### config.mk
export PLATFORM = sky130hd
export DESIGN_NAME = wb_regfile_stage
export DESIGN_NICKNAME = d
export VERILOG_FILES = /design/src/rtl/wb_regfile_stage.sv
export SDC_FILE = /design/constraint.sdc
export NUM_CORES = 2
export LEC_CHECK = 0
export CORE_MARGIN = 5
export CORE_UTILIZATION = 65
export DETAILED_ROUTE_END_ITERATION = 6
export MAX_ROUTING_LAYER = met4
export PLACE_DENSITY = 0.87
export RECOVER_POWER = 100
export SKIP_CTS_REPAIR_TIMING = 1
export SYNTH_ARGS = -nofsm -noshare
export SYNTH_HDL_FRONTEND = slang
export SYNTH_SLANG_ARGS = --single-unit
### constraint.sdc
create_clock -name clk -period 6 [get_ports clk]
set_input_delay 1.2 -clock clk [delete_from_list [all_inputs] [get_ports clk]]
set_output_delay 1.2 -clock clk [all_outputs]
set_load 0.005 [all_outputs]
### src/rtl/wb_regfile_stage.sv
`default_nettype none
// ============================================================================
// Module   : wb_regfile_stage
// Purpose  : Write-back stage. Selects the MEM/WB write-back value, commits it
//            into a 32x32 general-purpose register file, serves two
//            asynchronous decode read ports, exports the write-back bus to the
//            forwarding unit and counts retired register writes.
// Option   : WB_BYPASS_EN - when defined, both read ports see a same-cycle
//            write (write-through bypass). When undefined, reads return the
//            stored contents only.
// Revision : 1.0 - initial release
// ============================================================================
module wb_regfile_stage #(
  parameter int DATA_W = 32,
  parameter int NREGS  = 32,
  parameter int CNT_W  = 32
) (
  input  logic              clk,
  input  logic              rst_n,
  input  logic [DATA_W-1:0] ALUResult_in,
  input  logic [DATA_W-1:0] ReadData_in,
  input  logic [4:0]        WriteReg_in,
  input  logic [1:0]        WBControl_in,
  input  logic [4:0]        rs_addr,
  input  logic [4:0]        rt_addr,
  output logic [DATA_W-1:0] rs_data,
  output logic [DATA_W-1:0] rt_data,
  output logic              wb_we,
  output logic [4:0]        wb_addr,
  output logic [DATA_W-1:0] wb_data,
  output logic [CNT_W-1:0]  wb_count
);

  // Field positions inside the MEM/WB control bundle
  localparam int C_REGWRITE_BIT = 1;
  localparam int C_MEMTOREG_BIT = 0;

  logic [DATA_W-1:0] regs_q [NREGS];
  logic [CNT_W-1:0]  wb_count_q;
  logic [CNT_W-1:0]  wb_count_d;

  // Write-back bus: value select and effective enable ($0 is never written)
  always_comb begin
    wb_addr = WriteReg_in;
    wb_data = WBControl_in[C_MEMTOREG_BIT] ? ReadData_in : ALUResult_in;
    wb_we   = WBControl_in[C_REGWRITE_BIT] && (WriteReg_in != 5'd0);
  end

  // Register file commit; reset clears every entry immediately
  always_ff @(posedge clk or negedge rst_n) begin
    if (!rst_n) begin
      for (int i = 0; i < NREGS; i++) begin
        regs_q[i] <= '0;
      end
    end else if (wb_we) begin
      regs_q[wb_addr] <= wb_data;
    end
  end

  // Retired-write counter next state; wraps naturally modulo 2^CNT_W
  always_comb begin
    wb_count_d = wb_count_q;
    if (wb_we) begin
      wb_count_d = wb_count_q + CNT_W'(1);
    end
  end

  // Retired-write counter register
  always_ff @(posedge clk or negedge rst_n) begin
    if (!rst_n) begin
      wb_count_q <= '0;
    end else begin
      wb_count_q <= wb_count_d;
    end
  end

  assign wb_count = wb_count_q;

  // Asynchronous read ports; address 0 is hard-wired to zero
  always_comb begin
    rs_data = (rs_addr == 5'd0) ? '0 : regs_q[rs_addr];
    rt_data = (rt_addr == 5'd0) ? '0 : regs_q[rt_addr];
`ifdef WB_BYPASS_EN
    // wb_we already excludes $0, so the bypass can never expose a write to $0
    if (wb_we && (rs_addr == wb_addr)) begin
      rs_data = wb_data;
    end
    if (wb_we && (rt_addr == wb_addr)) begin
      rt_data = wb_data;
    end
`endif
  end

endmodule
`default_nettype wire
**After elaboration in Yosys (flattened, before gate mapping)**

Cells that the tools add are included.

- ROM bits: 0
- Word-level logic and storage cells: 58
- Memories: 0
- Bits in latches: 0
- Input bits: 83
- Flip-flop bits (word level): 1,056
- Output and inout bits: 134
- Bits in writable memories: 0

- Multipliers: 0
- Bitwise operators: 3
- Divide/modulo/power cells: 0
- Equal/unequal tests: 0
- Reductions and logical operators: 5
- Mux-type cells: 12
- $add $sub $neg: 1
- Shift-type cells: 0
- Order comparisons: 4

Operators by type and width:

| operator | number |
|---|---|
| 1024-bit bitwise mux | 1 |
| 32-bit binary-select mux with 5-bit select | 2 |
| 32-bit two-way mux | 8 |
| 32-bit demux with 5-bit select | 1 |
| 32-bit by 1-bit adder with 32-bit output (second input constant) | 1 |
| 6-bit >= comparator (second input constant) | 3 |
| 5-bit inverter with 6-bit output | 3 |
| 5-bit logical NOT | 2 |
| 6-bit by 1-bit less-than comparator with 1-bit output (second input constant) | 1 |
| 5-bit nonzero test | 1 |
| 1-bit logical AND | 2 |

**Logic depth before layout (Yosys ltp)**

- Word-level depth: 6
- Mapped depth: 9

**Least setup slack after synthesis**

No wires, ideal clock.

- Path type: input to output
- From: input port rt_addr[1]
- To: output port rt_data[31]
- Path buffers: 4
- Path slack: 2.074 ns
- Stages: 8
- Arrival time: 2.726 ns
- Cells stage by stage: buf_2 > buf_2 > buf_2 > buf_2 > mux4_2 > nand2_1 > o21ai_1 > a211o_1

- Cells in the longest elaborated chain, start to end: 5
- Elaborated cells on any way between the ends: 6
- Classes of those cells: 4 x mux; 1 x bitwise; 1 x reduce/logical

Ends and longest elaborated chain:

| what | RTL line | RTL |
|---|---|---|
| from (decl) | 25 | `input logic [4:0] rt_addr,` |
| 5-bit inverter with 6-bit output (implied by the code) | 82 | `rt_data = (rt_addr == 5'd0) ? '0 : regs_q[rt_addr];` |
| 32-bit binary-select mux with 5-bit select | 82 |  |
| 32-bit two-way mux (implied by the code) (2 in a row) | 82 |  |
| 32-bit two-way mux * | 82 |  |
| to (decl) | 27 | `output logic [DATA_W-1:0] rt_data,` |

Mark *: on every way between the ends. The rest lies on a longest branch, timed or not. The select of a mux whose other input is x is not followed.

**Worst setup path after layout**

- From: input port rt_addr[4]
- To: output port rt_data[24]

Same word-level chain as after synthesis.

==> results.txt <==
After routing the design area is 60000 um^2. Leaving out fill and tap cells, the most frequent cell in the layout is dfrtp_1. Via count of the first global-routing pass: 47.1k. The final reports fail on DRC, capacitance limit, slew limit.

The register bit count reported by yosys works out to 1056. The worst register-to-register path has a setup slack of 3.93 ns. Internal power comes to 14.9 mW.

The clock drives 1056 sinks. For the worst-skew pair later-pin latency, the log shows 0.70 ns. The worst register-to-register path ends at wb_count[26]$_DFFE_PN0P_.

Dividing the detail-routed wire length by the instance count gives 31.2 um. Entering global routing, the biggest net connects 162 pins. IR analysis of the VDD net gives a maximum drop of 0.257 mV.

The H-tree level count is 3, and the total power of the final layout is 21.7 mW. The run gives 7 as the number of detailed-routing iterations run before antenna repair. The wire length reported by the detailed router was 187000 um. The master cell of the clock root buffer was clkbuf_16. Clock-pin slew reported for the worst setup and hold paths after clock tree synthesis: 0.06 ns.

After routing, the total negative slack on setup checks comes to 0 ns. The critical path endpoint category was a primary output. The run gives 0 as the total congestion overflow after global routing. In the layout the commonest cells are dfrtp_1, nor2_1, a21oi_1.

The HPWL after detailed placement came out at 106000 um. The run gives 45.6k as the total via count in the routed design. At the worst endpoint, the required time is 4.80 ns. The total number of nets in the final design is 4904. Using the TritonRoute via totals, the vias-per-cell ratio works out to 7.60. The tools report the count of distinct cell types in the synthesized netlist as 52. The gate count after technology mapping is 4864, and the area after detailed placement is 56900 um^2. Predominant post-synthesis flop cell: dfrtp_1. Summed over all nets, the switching power comes to 6.71 mW. In this run the mean area of a mapped cell was 11.1 um^2. In this run, synthesis inferred 0 flip-flops with an integrated enable. By area the synthesized netlist is led by dfrtp_1, mux4_2, a21oi_1. Data on the critical path arrives at its endpoint at 4.78 ns. Global routing consumed, over all layers together, 43.0% of the routing resources. The tools report the max-slew violation count as 1967. Largest fanout on the critical path: 22. The number of placed cells counting well taps is 5782, and the area growth from synthesis to layout is 11.2%.

The startpoint identified for the worst register-to-register timing path is wb_count[0]$_DFFE_PN0P_. Setup repair after global routing left no endpoint under its margin. After synthesis the cells add up to 53900 um^2. Summed over all cells, the static leakage comes to 25.8 nW.

The minimum period implied by the final worst setup slack is 5.98 ns, and the non-filler instance count after layout is 5994. The wire length of the first global-routing pass was 281000 um. The number of antenna-violating nets in the routed design is 0, and the post-route fraction of the period consumed by the critical path is 99.6%. In this run the tightest slew margin relative to its limit is -219%. The utilization of the core after routing was 72.9%. The slew at the pin closest to its max-slew limit is 4.78 ns, and the number of antenna violations at the first check in global routing is 13. Tracing the worst setup path back leads to its startpoint at rt_addr[4]. STA classifies the critical path startpoint as an input port. The floorplan die width came out at 298 um. The run finished, with violations left.

The depth of the worst register-to-register path works out to 6. The worst hold-check path type is reg -> reg. The worst setup path is of the in -> out kind.

The proportion of synthesized flip-flops having asynchronous set or reset came out at 100%. The DRC marker count from the first detailed-route iteration was 7636; the power per unit of standard cell area was 361 nW/um^2. During synthesis, Yosys emitted a total of 0 warnings. The final RePlAce weighted congestion is 0.928, and the residual DRC count is 3. In this run the standard cell core region covers 82200 um^2. Cell taking the most area after synthesis: dfrtp_1. The final hold violation count is 0, and the net count after synthesis is 4948. From bottom edge to top edge, the die measures 298 um. Net switching is 31.0% of the power.

The clock tree skew after final layout is 0.0218 ns. TritonCTS built the clock tree. The fraction of synthesized cell area taken by the top area cell type was 49.0%. The run gives 49.0% as the proportion of synthesized chip area in sequential cells. 217 I/O pins were placed. Across the run, the number of max-cap violations was 43.

The combinational share of power came out at 22.9%. In this run the deepest clock path goes through 3 buffers. The capturing instance or port of the critical path was rt_data[24]. Sequential share of power: 46.0%. The quantity of I/O buffers inserted on ports is 216. Timing would allow up to 167 MHz. Setup violations remaining at the end of the flow were counted as 0. The ratio of cells with drive above 1 in the final layout was 16.9%; the part of the total power dissipated in the clock network was 31.1%. The standard-cell row count came out at 105. The die covers 88800 um^2. Once the floorplan was initialized, standard cells occupied 65.6% of the core. Counting the buffers created by CTS gives 106.
==> flip-flops by register name, indices dropped and copies added (netlist names) <==
signal,flops
regs_q,1024
wb_count,32
==> cells in the mapped netlist, drive strengths merged, types with 2 or more instances <==
library cell / instances
or3: 5
nand2: 523
and4: 2
xor2: 6
dfrtp: 1056
a22o: 45
nor3: 24
or2: 3
a31oi: 2
a2111oi: 26
a221oi: 24
a211oi: 31
nand4: 9
buf: 160
xnor2: 25
nor3b: 3
a22oi: 8
a211o: 23
a221o: 4
nor4: 10
o221ai: 26
nand3b: 4
a311oi: 2
clkbuf: 364
nand3: 16
mux2i: 216
inv: 56
o22ai: 76
and3: 11
nor2b: 8
mux4: 431
mux2: 56
nand2b: 6
nor2: 561
a21oi: 549
o21ai: 487
==> stage by stage <==
stage          setup slack, ns  hold slack [ns]
2_1_floorplan             2.07            0.425
3_3_place_gp             0.516            0.361
3_5_place_dp             0.504            0.363
4_1_cts                  0.374            0.377
5_1_grt                 0.0711            0.389
6_report                0.0230            0.377
==> area by class of cell <==
cell class                 instances  area [um^2]
antenna                           17         42.5
clock buffer                     162         3150
clock inverter                    33          344
fill                            5017        22300
inverter                          56          210
multi-input combinational       3228        25000
sequential                      1056        26400
tap                             1070         1340
timing repair buffer             372         3450
==> worst max-delay path, stage by stage <==
cell	delay, ns
dlygate4sd3_1	0.85
nand2b_2	0.26
buf_4	0.28
buf_4	0.60
o22ai_1	0.22
nor4_1	0.57
buf_4	0.25
clkdlybuf4s50_1	0.54
==> routing by layer <==
metal,track usage (%),routed length (um)
met5,-,0
met4,32.9,19600
met3,16.8,28900
met2,60.4,80300
met1,49.8,57900
==> worst min path at each step <==
stage	from	end	slack (ns)	cells after the start
5_1_grt	regs_q[1004]$_DFFE_PN0P_	regs_q[1004]$_DFFE_PN0P_	0.39	0
4_1_cts	regs_q[997]$_DFFE_PN0P_	regs_q[997]$_DFFE_PN0P_	0.38	0
6_report	regs_q[1004]$_DFFE_PN0P_	regs_q[1004]$_DFFE_PN0P_	0.38	0
2_1_floorplan	regs_q[1006]$_DFFE_PN0P_	regs_q[1006]$_DFFE_PN0P_	0.42	1
3_5_place_dp	regs_q[1006]$_DFFE_PN0P_	regs_q[1006]$_DFFE_PN0P_	0.36	0
3_3_place_gp	regs_q[1022]$_DFFE_PN0P_	regs_q[1022]$_DFFE_PN0P_	0.36	0
==> cells by family (layout without fill, tap and decap cells) <==
kind of cell,Yosys count,count (layout),share of synthesized area [%]
flops,1056,1056,49.0
fa+ha+maj,1,1,0.0232
other cells,0,17,0
mux,703,703,23.2
buf+inv,580,623,4.91
xor+xnor,31,31,0.503
compound gates,1305,1305,13.6
simple gates,1188,1188,8.77
==> power groups by stage <==
stage               Clock [mW]  Sequential [mW]  Combinational [mW]
finish                    6.74             9.96                4.95
global route              7.01             10.1                5.31
CTS                       6.70             9.85                4.91
detailed placement           0             9.91                4.79
global placement             0             9.77                4.55
floorplan                    0             9.49                3.37
(Power assumes the default switching activity.)
